<file path="src/rtl/mrv1_itag_alloc.sv">
`default_nettype none
// ============================================================================
// Module   : mrv1_itag_alloc
// Purpose  : Per-thread instruction-tag (ITAG) allocator and in-flight tracker.
//            Each hardware thread owns a circular queue of 2^ITAG_WIDTH_P slots.
//            Dispatch takes ITAGs in program order from the tail. Each slot
//            records the instruction's destination-register information. The
//            retire stage sees the head (oldest outstanding ITAG) and the
//            per-slot rd arrays, and frees entries by reporting a count.
// Revision : 1.0 - initial release
// ----------------------------------------------------------------------------
// Ports
//   clk_i            clock
//   rst_ni           asynchronous active-low reset
//   alloc_vld_i      dispatch requests an ITAG for thread alloc_tid_i
//   alloc_tid_i      requesting thread
//   alloc_rd_vld_i   instruction writes a destination register
//   alloc_rd_addr_i  destination register address
//   alloc_rdy_o      per-thread "slot available" (low when full or flushing)
//   alloc_itag_o     ITAG granted to alloc_tid_i (that thread's tail)
//   retire_en_i      per-thread retire strobe
//   retire_cnt_i     per-thread number of entries to retire
//   flush_i          per-thread flush
//   retire_itag_o    per-thread oldest outstanding ITAG (head)
//   iq_rd_vld_o      per-thread, per-slot rd-valid
//   iq_rd_addr_o     per-thread, per-slot rd address
//   empty_o          per-thread "no outstanding ITAGs"
//   stall_cnt_o      per-thread blocked-allocation counters
// ----------------------------------------------------------------------------
// Build option
//   MRV1_ITAG_STALL_CNT_EN : when defined, each thread has a saturating 16-bit
//                            counter of cycles in which an allocation request
//                            for it was refused. Only reset clears the
//                            counter; flush does not. When undefined,
//                            stall_cnt_o is tied to zero and no counter flops
//                            exist.
// ============================================================================
module mrv1_itag_alloc #(
    parameter  int NUM_TW_P        = 8,
    parameter  int ITAG_WIDTH_P    = 4,
    parameter  int rf_addr_width_p = 5,
    localparam int tid_width_lp    = (NUM_TW_P > 1) ? $clog2(NUM_TW_P) : 1,
    localparam int iqueue_size_lp  = 1 << ITAG_WIDTH_P
) (
    input  logic                                                           clk_i,
    input  logic                                                           rst_ni,
    // dispatch side
    input  logic                                                           alloc_vld_i,
    input  logic [tid_width_lp-1:0]                                        alloc_tid_i,
    input  logic                                                           alloc_rd_vld_i,
    input  logic [rf_addr_width_p-1:0]                                     alloc_rd_addr_i,
    output logic [NUM_TW_P-1:0]                                            alloc_rdy_o,
    output logic [ITAG_WIDTH_P-1:0]                                        alloc_itag_o,
    // retire side
    input  logic [NUM_TW_P-1:0]                                            retire_en_i,
    input  logic [NUM_TW_P-1:0][ITAG_WIDTH_P-1:0]                          retire_cnt_i,
    input  logic [NUM_TW_P-1:0]                                            flush_i,
    output logic [NUM_TW_P-1:0][ITAG_WIDTH_P-1:0]                          retire_itag_o,
    output logic [NUM_TW_P-1:0][iqueue_size_lp-1:0]                        iq_rd_vld_o,
    output logic [NUM_TW_P-1:0][iqueue_size_lp-1:0][rf_addr_width_p-1:0]   iq_rd_addr_o,
    output logic [NUM_TW_P-1:0]                                            empty_o,
    output logic [NUM_TW_P-1:0][15:0]                                      stall_cnt_o
);

    // Occupancy value meaning "full": one slot is always kept empty so that
    // occupancy and the largest legal retire count fit in ITAG_WIDTH_P bits.
    localparam logic [ITAG_WIDTH_P-1:0] c_occ_full = '1;

    // Tail pointers of all threads, muxed onto alloc_itag_o by alloc_tid_i.
    logic [NUM_TW_P-1:0][ITAG_WIDTH_P-1:0] w_tail;

    assign alloc_itag_o = w_tail[alloc_tid_i];

    for (genvar t = 0; t < NUM_TW_P; t++) begin : g_thread

        logic [ITAG_WIDTH_P-1:0]                       head_q, head_d;
        logic [ITAG_WIDTH_P-1:0]                       tail_q, tail_d;
        logic [ITAG_WIDTH_P-1:0]                       occ_q,  occ_d;
        logic [iqueue_size_lp-1:0]                     rd_vld_q, rd_vld_d;
        logic [iqueue_size_lp-1:0][rf_addr_width_p-1:0] rd_addr_q, rd_addr_d;

        logic                                          w_alloc_hit;
        logic                                          w_alloc_acc;
        logic [ITAG_WIDTH_P-1:0]                       w_ret_n;
        logic [iqueue_size_lp-1:0][ITAG_WIDTH_P-1:0]   w_off;
        logic [iqueue_size_lp-1:0]                     w_clr;

        assign alloc_rdy_o[t] = (occ_q != c_occ_full) & ~flush_i[t];
        assign w_alloc_hit    = alloc_vld_i & (alloc_tid_i == tid_width_lp'(t));
        assign w_alloc_acc    = w_alloc_hit & alloc_rdy_o[t];

        // An over-large retire count is clamped to the occupancy so that a
        // misbehaving retire stage can never drive head past tail.
        assign w_ret_n = ~retire_en_i[t]          ? '0    :
                         (retire_cnt_i[t] > occ_q) ? occ_q :
                                                     retire_cnt_i[t];

        // A slot is being retired when its distance from head (mod ring size)
        // is below the retire count. The slot an allocation writes sits at
        // distance occ >= n, so the clear and the write never overlap.
        for (genvar s = 0; s < iqueue_size_lp; s++) begin : g_slot
            assign w_off[s] = ITAG_WIDTH_P'(s) - head_q;
            assign w_clr[s] = (w_off[s] < w_ret_n);
        end

        always_comb begin
            head_d    = head_q;
            tail_d    = tail_q;
            occ_d     = occ_q;
            rd_vld_d  = rd_vld_q;
            rd_addr_d = rd_addr_q;
            if (flush_i[t]) begin
                // Flush discards every outstanding entry; head stays put so
                // the next ITAG handed out continues from the oldest point.
                tail_d   = head_q;
                occ_d    = '0;
                rd_vld_d = '0;
            end else begin
                rd_vld_d = rd_vld_q & ~w_clr;
                if (w_alloc_acc) begin
                    rd_vld_d[tail_q]  = alloc_rd_vld_i;
                    rd_addr_d[tail_q] = alloc_rd_addr_i;
                    tail_d            = tail_q + 1'b1;
                end
                head_d = head_q + w_ret_n;
                occ_d  = occ_q + {{(ITAG_WIDTH_P-1){1'b0}}, w_alloc_acc} - w_ret_n;
            end
        end

        always_ff @(posedge clk_i or negedge rst_ni) begin
            if (!rst_ni) begin
                head_q    <= '0;
                tail_q    <= '0;
                occ_q     <= '0;
                rd_vld_q  <= '0;
                rd_addr_q <= '0;
            end else begin
                head_q    <= head_d;
                tail_q    <= tail_d;
                occ_q     <= occ_d;
                rd_vld_q  <= rd_vld_d;
                rd_addr_q <= rd_addr_d;
            end
        end

        assign w_tail[t]        = tail_q;
        assign retire_itag_o[t] = head_q;
        assign iq_rd_vld_o[t]   = rd_vld_q;
        assign iq_rd_addr_o[t]  = rd_addr_q;
        assign empty_o[t]       = (occ_q == '0);

`ifdef MRV1_ITAG_STALL_CNT_EN
        // Counts refused requests, whether refused for lack of space or
        // because the thread is flushing; sticks at all-ones.
        logic [15:0] stall_q;

        always_ff @(posedge clk_i or negedge rst_ni) begin
            if (!rst_ni) begin
                stall_q <= '0;
            end else if (w_alloc_hit && !alloc_rdy_o[t] && (stall_q != 16'hFFFF)) begin
                stall_q <= stall_q + 16'd1;
            end
        end

        assign stall_cnt_o[t] = stall_q;
`else
        assign stall_cnt_o[t] = 16'h0000;
`endif

    end

endmodule
`default_nettype wire

</file>
<file path="config.mk">
export PLATFORM = sky130hd
export DESIGN_NAME = mrv1_itag_alloc
export DESIGN_NICKNAME = d
export VERILOG_FILES = /design/src/rtl/mrv1_itag_alloc.sv
export SDC_FILE = /design/constraint.sdc
export NUM_CORES = 2
export LEC_CHECK = 0
export CAP_MARGIN = 20
export CORE_AREA = 2 2 388 390
export CTS_CLUSTER_SIZE = 28
export DETAILED_ROUTE_END_ITERATION = 10
export DIE_AREA = 0 0 390 392
export PLACE_DENSITY_LB_ADDON = 0.15
export SYNTH_ARGS = -nofsm -noshare
export SYNTH_HDL_FRONTEND = slang
export SYNTH_SLANG_ARGS = --single-unit
</file>
<file path="constraint.sdc">
create_clock -name clk_i -period 8.9 [get_ports clk_i]
set_input_delay 1.78 -clock clk_i [delete_from_list [all_inputs] [get_ports clk_i]]
set_output_delay 1.78 -clock clk_i [all_outputs]
set_load 0.02 [all_outputs]
</file>
Yosys cells after proc, flatten, opt, wreduce, memory -nomap -nowiden --
Index checks and enable logic that the tools add are counted. W data, S select, Z words.
Word-level totals: output and inout port bits 948, word-level logic and storage cells 675, input bits 60, bits in registers 864
Cells by class: reduce and logical (&&, ||, !) cells 33, equality and inequality tests 15, $add $sub $neg 160, mux-type cells 106, bitwise operators 48, order comparisons 153
Operators by type and width (number):
- $bwmux W80 | 8
- $lt A4 B4 Y1 | 128
- $mux W16 | 16
- $sub A4 B4 Y4 const A | 64
- $mux W4 | 41
- $demux W5 S4 | 8
- $and A16 B16 Y16 | 8
- $bwmux W16 | 8
- $not A16 Y16 | 8
- $sub A3 B4 Y4 const A | 32
- $sub A1 B4 Y4 const A | 16
- $sub A2 B4 Y4 const A | 16
- $lt A4 B5 Y1 const B | 8
- $mux W5 | 8
- $add A4 B1 Y4 | 8
- $add A4 B1 Y4 const B | 8
- $add A4 B4 Y4 | 8
- $demux W1 S4 | 8
- $ge A4 B1 Y1 const B | 8
- $gt A4 B4 Y1 | 8
- $logic_not A4 Y1 | 8
- $ne A4 B4 Y1 const B | 8
- $sub A4 B4 Y4 | 8
- $and A1 B1 Y1 | 24
- 11 further kinds | 50

Depth between registers and ports, before layout --
depth after elaboration 9, gate-level depth with buffers 17

Worst setup path before layout --
OpenSTA, ideal clock, no wires.
kind input port to output port, start input alloc_tid_i[1], end output alloc_itag_o[2], arrival 2.827 ns, required time 7.120 ns, stages 3, path slack 4.293 ns, path through buf_2 mux4_2 mux2_2
On the way: word-level cells in the longest chain between the ends 2
Ends and longest elaborated chain:
- start: declaration | line 49 | input logic [tid_width_lp-1:0] alloc_tid_i,
- $bmux W4 S3 | line 72 | assign alloc_itag_o = w_tail[alloc_tid_i];
- $mux W4 (implied by the code) | line 72
- end: declaration | line 53 | output logic [ITAG_WIDTH_P-1:0] alloc_itag_o,
No other way between the ends. The select of a mux whose other input is x is not followed.

Worst setup path in the final report --
start input alloc_tid_i[0], end output alloc_itag_o[0]
Same word-level chain as after synthesis.

==> impl_metrics.yaml <==
run_status:
  status: "completed"
global_routing:
  antenna_found_initial: 12
  grt_max_degree: 136
  grt_overflow: 0
  grt_pass1_vias: 32400
  grtUsageTotal: 0.2120
  grt_pass1_wl_um: 239000
detailed_routing:
  route.detailed.wl_per_inst_um: 24.76
  via_per_inst: 4.829
  firstDrtPassIters: 5
  drc: 0
  ant_nets: 0
  drtIter0Drc: 1675
  wirelength_um: 165900
  via_count: 32360
floorplanning:
  rows: 142
  ios: 1008
  die_w_um: 390
  die_h_um: 392
  core_area_um2: 148900
  initial_core_util: 0.3025
  dieArea_um2: 152900
place:
  gp_congestion: 0.8115
  io_buffers: 879
  place_area_um2: 55320
  dpl.hpwl_um: 122200
worst_setup_path:
  arrival_ns: 4.12
  worstRegToRegCells: 12
  reg2reg_from: "g_thread[6].occ_q[1]"
  cp-start-kind: "input pin"
  crit_required_ns: 7.12
  end_kind: "output pin"
  regToRegSetupSlack_ns: 5.25
  crit_path_max_fanout: 10
  worst-setup-path-type: "input pin to output pin"
  r2r_end: "g_thread[6].rd_vld_q[8]"
timing:
  tns_ns: 0
  rsz0062_at_grt: "no"
  final_max_slew_viol_count: 0
  timing.final.crit_share: 0.6631
  tightest_slew_ns: 1.055
  maxSlewHeadroom: 0.2967
  setup_viol: 0
  timing.fmax_ghz: 0.1694
  period_needed_ns: 5.902
  hold_viol: 0
  finalClockSkew_ns: 0.04253
clock_network:
  htree_levels: 3
  cts_hold_buf: 0
  clkTransAtPathRegs_ns: 0.06
  cts_tree: "done"
  cts_setup_buffers: 0
  cts_buffer_depth: 3
  clock_latency_ns: 0.73
  clock_sinks: 864
  cts_resized: 0
  cts_made_buffers: 105
  cts-root-buf: "clkbuf_16"
synth:
  synth_seq_area_share: 0.4801
  yosys_register_bits: 864
  yosys_warnings: 0
  synth.top_cell.area_share: 0.4801
  yosysMostFrequentCell: "dfrtp_1"
  synth_edf_count: 0
  yosysUniqueCellTypes: 64
  synthArstFlopShare: 1.000
  synth_area_um2: 45040
  synth_top_area_cell: "dfrtp_1"
  synth-main-ff-cell: "dfrtp_1"
  syn_area_per_cell_um2: 11.67
  synthTopCellsByCount: "dfrtp_1, mux2_2, ha_1"
  synth_area_leaders: "dfrtp_1, mux2_2, ha_1"
  syn_inst: 3859
hold_path:
  min_to: "iq_rd_addr_o[551]"
  hold_path_class: "flip-flop to flip-flop"
  worstHoldStart: "iq_rd_addr_o[551]"
  whs_path_depth: 2
final_layout:
  area_growth_pct: 30.75
  fin_area_um2: 58880
  drive_above_1_share: 0.1773
  nets: 5128
power_and_ir_drop:
  irDropWorstVdd_mv: 0.1680
  p_leak_nw: 27.52
  cellPowerDensity_nw_per_um2: 295.8
job:
  max-cap-violations: 0
## metal layers
layer / vias to the layer above / wire (um) / GRT usage
li1: 14880 / - / -
met1: 16450 / 71950 / 0.2754
met2: 845 / 80480 / 0.3538
met3: 182 / 9396 / 0.04917
met4: 6 / 4083 / 0.05539
met5: - / 35 / 0
## worst max-delay path: stages
cell and delay (ns):
clkdlybuf4s50_1 0.82, mux4_2 0.57, mux2_2 0.37, clkdlybuf4s50_1 0.58
## state kept, by name, indices dropped and copies added, names as in the netlist
| register | flops |
|---|---|
| g_thread.tail_q | 32 |
| iq_rd_addr_o | 640 |
| g_thread.occ_q | 32 |
| g_thread.rd_vld_q | 128 |
| g_thread.head_q | 32 |
## layout by cell type (no fill, tap or decap), drive strengths merged, types with 6 or more instances in the layout
cell           count
nand3            145
nor4b              8
nand2            229
fa                18
buf               48
o21ai             68
o211ai            86
clkbuf           149
mux2i             28
mux4               8
a21o              54
clkinv            21
a21boi             9
maj3              28
o21bai             6
a21oi            201
and3              10
nor2b            119
ha               374
o311ai             7
o31ai              8
nand3b            34
nand4             61
o21a               8
xnor2             85
nor2              94
bufinv             9
conb             128
dfrtp            864
nand2b            27
a41oi             11
mux2             611
clkdlybuf4s50    870
nand4b            12
xor2              41
o22ai             27
nor4               9
inv              201
## logic make-up (layout without fill, tap and decap cells)
logic type,after synthesis,after routing,share of synthesized area
buffers and inverters,532,1301,0.05643
other,1,131,0.00008327
DFF,864,864,0.4801
AOI/OAI and AO/OA,499,499,0.06846
adders and majority gates,420,420,0.1181
muxes,647,647,0.1638
xor gates and xnor gates,126,126,0.02450
and+or+nand+nor,770,770,0.08849
## how the worst max path moves through the flow
stage	slack, ns	cells after the start	endpoint	startpoint
5_1_grt	2.91	4	alloc_itag_o[0]	alloc_tid_i[0]
6_report	3.00	4	alloc_itag_o[0]	alloc_tid_i[0]
2_1_floorplan	4.29	3	alloc_itag_o[2]	alloc_tid_i[1]
3_3_place_gp	2.19	4	alloc_itag_o[2]	alloc_tid_i[1]
4_1_cts	2.96	4	alloc_itag_o[1]	alloc_tid_i[0]
3_5_place_dp	2.96	4	alloc_itag_o[1]	alloc_tid_i[0]
## cell type report
type,count,area [um2]
Sequential cell,864,21620
Antenna cell,3,7.507
Timing Repair Buffer,918,9174
Clock inverter,37,528.0
Tap cell,1944,2432
Multi-Input combinational cell,2590,21360
Clock buffer,149,3024
Fill cell,14530,90000
Inverter,197,739.5
## through the flow
step	util	setup slack (ns)	total power, mW	hold slack (ns)	cells
final	0.3955	2.998	17.42	0.4752	6702
after global placement	0.3712	2.188	13.00	0.4596	6511
after detailed placement	0.3716	2.964	13.08	0.4623	6513
after floorplan	-	4.293	10.09	0.5493	3986
after global routing	0.3955	2.913	18.69	0.5003	6701
after CTS	0.3954	2.958	17.66	0.4768	6699
## power breakdown
group | internal (mW) | leakage [nW] | total, mW | switching (mW)
clock network | 2.63 | 1.74 | 4.46 | 1.83
logic | 3.33 | 14.0 | 7.56 | 4.24
registers | 4.58 | 11.8 | 5.39 | 0.810
total | 10.5 | 27.5 | 17.4 | 6.88
No activity file was read; power rests on OpenSTA's default activity.
